==> src/rtl/compl_mul_pipe.sv <==
// Three-stage pipelined complex multiplier: a*b or a*conj(b) on signed I/Q samples,
// with half-up or convergent rounding, output saturation and a single global stall enable.
module compl_mul_pipe #(
  parameter int DATA_W = 18,
  parameter int OUT_W  = DATA_W + 1
) (
  input  logic              clk_i,
  input  logic              rst_n_i,
  input  logic              s_valid_i,
  output logic              s_ready_o,
  input  logic              s_conj_i,
  input  logic              s_round_i,
  input  logic [DATA_W-1:0] data_a_i_i,
  input  logic [DATA_W-1:0] data_a_q_i,
  input  logic [DATA_W-1:0] data_b_i_i,
  input  logic [DATA_W-1:0] data_b_q_i,
  output logic              m_valid_o,
  input  logic              m_ready_i,
  output logic [OUT_W-1:0]  data_i_o,
  output logic [OUT_W-1:0]  data_q_o,
  output logic              sat_o
);

  localparam int PW = 2 * DATA_W;
  localparam int SW = PW + 2;
  localparam int F  = DATA_W - 1;
  localparam int RW = SW - F;
  localparam logic [SW-1:0] HALF = SW'(1) << (F - 1);

  // Handshake: input moves on s_valid_i && s_ready_o, output on m_valid_o && m_ready_i;
  // the whole pipe advances together whenever the output slot is empty or being drained.
  logic w_en;

  logic                     r_s1_valid, r_s1_conj, r_s1_round;
  logic signed [DATA_W-1:0] r_s1_ai, r_s1_aq, r_s1_bi, r_s1_bq;

  logic                 r_s2_valid, r_s2_conj, r_s2_round;
  logic signed [PW-1:0] r_s2_pii, r_s2_pqq, r_s2_pqi, r_s2_piq;

  logic                 r_s3_valid, r_sat;
  logic [OUT_W-1:0]     r_data_i, r_data_q;

  logic signed [SW-1:0] w_pii, w_pqq, w_pqi, w_piq;
  logic signed [SW-1:0] w_sum_i, w_sum_q;
  logic [OUT_W:0]       w_rs_i, w_rs_q;

  // Returns {saturated, value}; RW is always wider than OUT_W so the clamp test is a sign check.
  function automatic logic [OUT_W:0] round_sat(input logic signed [SW-1:0] s, input logic conv);
    logic signed [RW-1:0] r;
    logic                 tie;
    logic                 sat;
    logic [OUT_W-1:0]     v;
    r   = RW'((s + $signed(HALF)) >>> F);
    tie = (s[F-1:0] == HALF[F-1:0]);
    if (conv && tie) r[0] = 1'b0;
    sat = !((&r[RW-1:OUT_W-1]) || !(|r[RW-1:OUT_W-1]));
    v   = sat ? {r[RW-1], {(OUT_W-1){~r[RW-1]}}} : r[OUT_W-1:0];
    return {sat, v};
  endfunction

  assign w_en      = !r_s3_valid || m_ready_i;
  assign s_ready_o = w_en;

  always_ff @(posedge clk_i or negedge rst_n_i) begin
    if (!rst_n_i) begin
      r_s1_valid <= 1'b0;
      r_s1_conj  <= 1'b0;
      r_s1_round <= 1'b0;
      r_s1_ai    <= '0;
      r_s1_aq    <= '0;
      r_s1_bi    <= '0;
      r_s1_bq    <= '0;
    end else if (w_en) begin
      r_s1_valid <= s_valid_i;
      r_s1_conj  <= s_conj_i;
      r_s1_round <= s_round_i;
      r_s1_ai    <= data_a_i_i;
      r_s1_aq    <= data_a_q_i;
      r_s1_bi    <= data_b_i_i;
      r_s1_bq    <= data_b_q_i;
    end
  end

  always_ff @(posedge clk_i or negedge rst_n_i) begin
    if (!rst_n_i) begin
      r_s2_valid <= 1'b0;
      r_s2_conj  <= 1'b0;
      r_s2_round <= 1'b0;
      r_s2_pii   <= '0;
      r_s2_pqq   <= '0;
      r_s2_pqi   <= '0;
      r_s2_piq   <= '0;
    end else if (w_en) begin
      r_s2_valid <= r_s1_valid;
      r_s2_conj  <= r_s1_conj;
      r_s2_round <= r_s1_round;
      r_s2_pii   <= PW'(r_s1_ai) * PW'(r_s1_bi);
      r_s2_pqq   <= PW'(r_s1_aq) * PW'(r_s1_bq);
      r_s2_pqi   <= PW'(r_s1_aq) * PW'(r_s1_bi);
      r_s2_piq   <= PW'(r_s1_ai) * PW'(r_s1_bq);
    end
  end

  // Conjugation lives in the add/subtract choice so -2^(DATA_W-1) never has to be negated.
  assign w_pii   = SW'(r_s2_pii);
  assign w_pqq   = SW'(r_s2_pqq);
  assign w_pqi   = SW'(r_s2_pqi);
  assign w_piq   = SW'(r_s2_piq);
  assign w_sum_i = r_s2_conj ? (w_pii + w_pqq) : (w_pii - w_pqq);
  assign w_sum_q = r_s2_conj ? (w_pqi - w_piq) : (w_piq + w_pqi);
  assign w_rs_i  = round_sat(w_sum_i, r_s2_round);
  assign w_rs_q  = round_sat(w_sum_q, r_s2_round);

  always_ff @(posedge clk_i or negedge rst_n_i) begin
    if (!rst_n_i) begin
      r_s3_valid <= 1'b0;
      r_data_i   <= '0;
      r_data_q   <= '0;
      r_sat      <= 1'b0;
    end else if (w_en) begin
      r_s3_valid <= r_s2_valid;
      r_data_i   <= w_rs_i[OUT_W-1:0];
      r_data_q   <= w_rs_q[OUT_W-1:0];
      r_sat      <= w_rs_i[OUT_W] | w_rs_q[OUT_W];
    end
  end

  assign m_valid_o = r_s3_valid;
  assign data_i_o  = r_data_i;
  assign data_q_o  = r_data_q;
  assign sat_o     = r_sat;

endmodule

==> config.mk <==
export PLATFORM = sky130hd
export DESIGN_NAME = compl_mul_pipe
export DESIGN_NICKNAME = d
export VERILOG_FILES = /design/src/rtl/compl_mul_pipe.sv
export SDC_FILE = /design/constraint.sdc
export NUM_CORES = 2
export LEC_CHECK = 0
export CAP_MARGIN = 25
export CORE_AREA = 8 8 354 356
export CTS_CLUSTER_DIAMETER = 200
export DETAILED_ROUTE_END_ITERATION = 10
export DIE_AREA = 0 0 362 364
export GPL_ROUTABILITY_DRIVEN = 1
export PLACE_DENSITY = 0.71
export REMOVE_ABC_BUFFERS = 1
export SLEW_MARGIN = 10
export SYNTH_ARGS = -nofsm -noshare
export SYNTH_HDL_FRONTEND = slang
export SYNTH_SLANG_ARGS = --single-unit
==> constraint.sdc <==
create_clock -name clk_i -period 8.3 [get_ports clk_i]
set_clock_uncertainty 0.15 [all_clocks]
set_input_delay 2.49 -clock clk_i [delete_from_list [all_inputs] [get_ports clk_i]]
set_output_delay 2.49 -clock clk_i [all_outputs]
set_load 0.005 [all_outputs]
==> impl_metrics.csv <==
group,metric,value,unit
hold_path,hold_path.class,"reg2reg",
worst_setup_path,timing.rr.start,"r_s1_bq[7]$_DFFE_PN0P_",
global_route,track_usage,26.0,%
sta,slew_viol_final,0,
placement,dp_hpwl,136000,um
sta,rsz0062_at_grt,"false",
sta,layout_min_cycle_time,7880,ps
synthesis,synth_area_leaders,"sky130_fd_sc_hd__fa_1 (41%), sky130_fd_sc_hd__dfrtp_1 (10%), sky130_fd_sc_hd__inv_1 (8.8%)",
clock_tree,clock_sink_count,262,
final_layout,post_route_cells_drive_above_1_share,3.98,%
worst_setup_path,worstReg2RegEnd,"r_s2_piq[34]$_DFFE_PN0P_",
global_route,grt_antenna_before_repair,2,
synthesis,count_of_flip_flops_with_a_built_in_enable_after_synthesis,0,
worst_setup_path,critPathBufInv,5,
clock_tree,cts_buffers,41,
worst_setup_path,timing.setup.critical_path_class,"reg2reg",
final_layout,area_growth,6.87,%
global_route,grt_max_degree,146,
floorplanning,design.core.area,0.119,mm2
worst_setup_path,crit_top_cell,"sky130_fd_sc_hd__fa_1",
sta,setup_violations,0,
hold_path,whs_endpoint,"m_valid_o$_DFFE_PN0P_",
sta,timing.final.crit_share,94.9,%
worst_setup_path,crit_fanout,24,
worst_setup_path,timing.reg2reg.setup_slack,420,ps
clock_tree,postCtsSetupBuffers,0,
outcome,run_status,"finished clean",
worst_setup_path,critPathCaptureType,"flip-flop",
synthesis,postSynthAreaPerCell,8.74,um2
placement,placedInstanceArea,0.0682,mm2
final_layout,final.fill_count,10600,
synthesis,yosys_register_bits,262,
placement,globalplace.congestion,0.910,
global_route,grt.overflow.total,0,
worst_setup_path,reg2reg_depth,25,
synthesis,yosys-top-cells-count,"sky130_fd_sc_hd__inv_1 (1530), sky130_fd_sc_hd__fa_1 (1318), sky130_fd_sc_hd__nand2_1 (1071)",
clock_tree,clock_tree_root_buffer_cell,"sky130_fd_sc_hd__clkbuf_16",
clock_tree,cts_hold_bufs,0,
hold_path,whs_path_depth,1,
synthesis,syn-instance-count,7454,
synthesis,ys_seq_area_share,10.1,%
detailed_routing,drt_first_iter_violations,3587,
sta,slew-limit-headroom,28.4,%
job,timing.max_cap.violations,0,
worst_setup_path,worst_path_largest_cell_delay,570,ps
final_layout,stdcell_area,0.0696,mm2
detailed_routing,drt_pre_antenna_iters,5,
detailed_routing,postRouteWirelength,167000,um
synthesis,yosysWarningCount,0,
synthesis,synth_area,0.0651,mm2
floorplanning,full_die_area,0.132,mm2
sta,max_slew.worst_pin.slew,1070,ps
floorplanning,die_w,362,um
sta,final_hold_viol_count,0,
hold_path,hold_path_startpoint,"r_s2_valid$_DFFE_PN0P_",
clock_tree,clkLatencyLatePin,640,ps
clock_tree,h-tree-depth,2,
worst_setup_path,critPathArrivalTime,8200,ps
clock_tree,path_clk_slew,60,ps
detailed_routing,drc,0,
floorplanning,placement_rows,127,
worst_setup_path,worstSetupStartpointType,"flip-flop",
synthesis,post_synth_num_cell_types,98,
synthesis,synth.largest_area_cell,"sky130_fd_sc_hd__fa_1",
clock_tree,cts_tree,"yes",
detailed_routing,route.detailed.wl_per_inst,18.5,um
placement,io_buffer_count,118,
sta,maxClockFrequency,127,MHz
detailed_routing,drt-vias-per-instance,5.47,
detailed_routing,ant_nets,0,
synthesis,dominantRegCellSynth,"sky130_fd_sc_hd__dfrtp_1",
detailed_routing,route.vias.total,49500,
global_route,global_route_wire_length_before_repair,274000,um
worst_setup_path,critPathSlowestCell,"sky130_fd_sc_hd__dfrtp_1",
floorplanning,floorplan.io_pins,119,
floorplanning,dieHeight,364,um
worst_setup_path,worst_path_dominant_cell_family,"adder cells",
synthesis,yosys.cell_count.top_type,"sky130_fd_sc_hd__inv_1",
clock_tree,ctsResizeCount,0,
floorplanning,floorplan.initialDensity,54.6,%
global_route,first_global_vias,51000,
worst_setup_path,required,8630,ps
final_layout,finish.net_count,9243,
clock_tree,clock_path_buffers,3,
synthesis,synth_top_area_share,40.5,%
synthesis,async_flop_share,100,%
## worst max-delay path by stage
stage | start | endpoint | slack (ps) | cells past startpoint
after global placement | r_s1_bq[5]$_DFFE_PN0P_ | r_s2_piq[34]$_DFFE_PN0P_ | 770 | 23
final | r_s1_bq[7]$_DFFE_PN0P_ | r_s2_piq[34]$_DFFE_PN0P_ | 420 | 25
after CTS | r_s1_ai[7]$_DFFE_PN0P_ | r_s2_piq[34]$_DFFE_PN0P_ | 520 | 25
after detailed placement | r_s1_ai[7]$_DFFE_PN0P_ | r_s2_piq[34]$_DFFE_PN0P_ | 550 | 25
after floorplan | m_ready_i | s_ready_o | -14330 | 2
after global routing | r_s1_ai[6]$_DFFE_PN0P_ | r_s2_piq[34]$_DFFE_PN0P_ | 2 | 25
## worst reg2reg max path, cell delays in order (launching register included)
cell	delay (ps)
sky130_fd_sc_hd__dfrtp_1	570
sky130_fd_sc_hd__buf_4	350
sky130_fd_sc_hd__and2_1	200
sky130_fd_sc_hd__fa_1	490
sky130_fd_sc_hd__inv_1	50
sky130_fd_sc_hd__fa_1	400
sky130_fd_sc_hd__fa_1	440
sky130_fd_sc_hd__fa_1	490
sky130_fd_sc_hd__inv_1	60
sky130_fd_sc_hd__fa_1	540
sky130_fd_sc_hd__inv_1	50
sky130_fd_sc_hd__fa_1	470
sky130_fd_sc_hd__inv_1	40
sky130_fd_sc_hd__ha_1	340
sky130_fd_sc_hd__a21o_1	210
sky130_fd_sc_hd__a21oi_1	290
sky130_fd_sc_hd__nand2_1	110
sky130_fd_sc_hd__a211oi_1	400
sky130_fd_sc_hd__o31a_1	400
sky130_fd_sc_hd__o211ai_1	220
sky130_fd_sc_hd__o311ai_0	260
sky130_fd_sc_hd__o21ai_0	290
sky130_fd_sc_hd__or4_1	450
sky130_fd_sc_hd__a31oi_1	210
sky130_fd_sc_hd__xor2_1	150
sky130_fd_sc_hd__o21ai_0	80
## metal layers
layer	track usage (%)	share of wire (%)	up-vias
li1	-	-	22400
met1	36.5	43	25100
met2	40.6	46	1665
met3	4.38	7.4	258
met4	9.81	4.3	2
met5	0.0726	0.0066	-
## through the flow
step                      TNS [ps]  hold slack (ps)  utilization [%]  setup WS [ps]  instances
after floorplan           -2690960              280                -         -14330       7071
after global placement           0              294             57.1            772       8966
after detailed placement         0              304             57.1            552       8966
after CTS                        0              317             58.3            522       9038
after global routing             0              339             58.3           1.86       9040
final                            0              311             58.3            425       9043
## kinds of logic after synthesis
group,Yosys count,share of synthesized area (%)
AND/OR/NAND/NOR,2426,17.9
XOR/XNOR,289,3.89
multiplexers,5,0.0788
adder cells (fa/ha/maj),1766,49.1
buffers and inverters,1915,11.1
flip-flops,262,10.1
AO/OA/AOI/OAI,791,7.82
## flip-flops by register name, indices dropped and copies added (netlist names), 18 cells and up
name / count
data_i_o: 19
r_s1_aq: 18
r_s2_pqq: 36
r_s1_bi: 18
data_q_o: 19
r_s2_pii: 36
r_s1_ai: 18
r_s1_bq: 18
r_s2_piq: 36
r_s2_pqi: 36
## cells in the final DEF (no fill, tap or decap), types with 26 or more instances in the layout
| cell type | instances |
|---|---|
| sky130_fd_sc_hd__or3_1 | 26 |
| sky130_fd_sc_hd__clkbuf_16 | 41 |
| sky130_fd_sc_hd__nand2_1 | 1071 |
| sky130_fd_sc_hd__buf_4 | 159 |
| sky130_fd_sc_hd__o21ai_0 | 166 |
| sky130_fd_sc_hd__xnor2_1 | 192 |
| sky130_fd_sc_hd__a21o_1 | 62 |
| sky130_fd_sc_hd__clkdlybuf4s50_1 | 117 |
| sky130_fd_sc_hd__nor3_1 | 61 |
| sky130_fd_sc_hd__xor2_1 | 97 |
| sky130_fd_sc_hd__and3_1 | 38 |
| sky130_fd_sc_hd__fa_1 | 1318 |
| sky130_fd_sc_hd__o21a_1 | 26 |
| sky130_fd_sc_hd__nand2b_1 | 59 |
| sky130_fd_sc_hd__dfrtp_1 | 256 |
| sky130_fd_sc_hd__ha_1 | 448 |
| sky130_fd_sc_hd__a211oi_1 | 26 |
| sky130_fd_sc_hd__nor4_1 | 26 |
| sky130_fd_sc_hd__and2_1 | 655 |
| sky130_fd_sc_hd__nor2_1 | 320 |
| sky130_fd_sc_hd__nand3_1 | 64 |
| sky130_fd_sc_hd__nor2b_1 | 26 |
| sky130_fd_sc_hd__inv_1 | 1529 |
| sky130_fd_sc_hd__a21oi_1 | 268 |
## layout make-up
type | count | area, um2 | share of cell area (%)
diodes | 3 | 7.51 | 0.0108
well taps | 1612 | 2020 | 2.90
flip-flops and latches | 262 | 6560 | 9.43
inverters | 1532 | 5760 | 8.27
clock buffers | 53 | 1130 | 1.63
repair buffers | 285 | 2530 | 3.64
multi-input cells | 5277 | 51300 | 73.8
clock inverters | 19 | 243 | 0.349
Power is not shown: default switching activity piles up to over one toggle a cycle in this logic, so the estimate is an artifact.
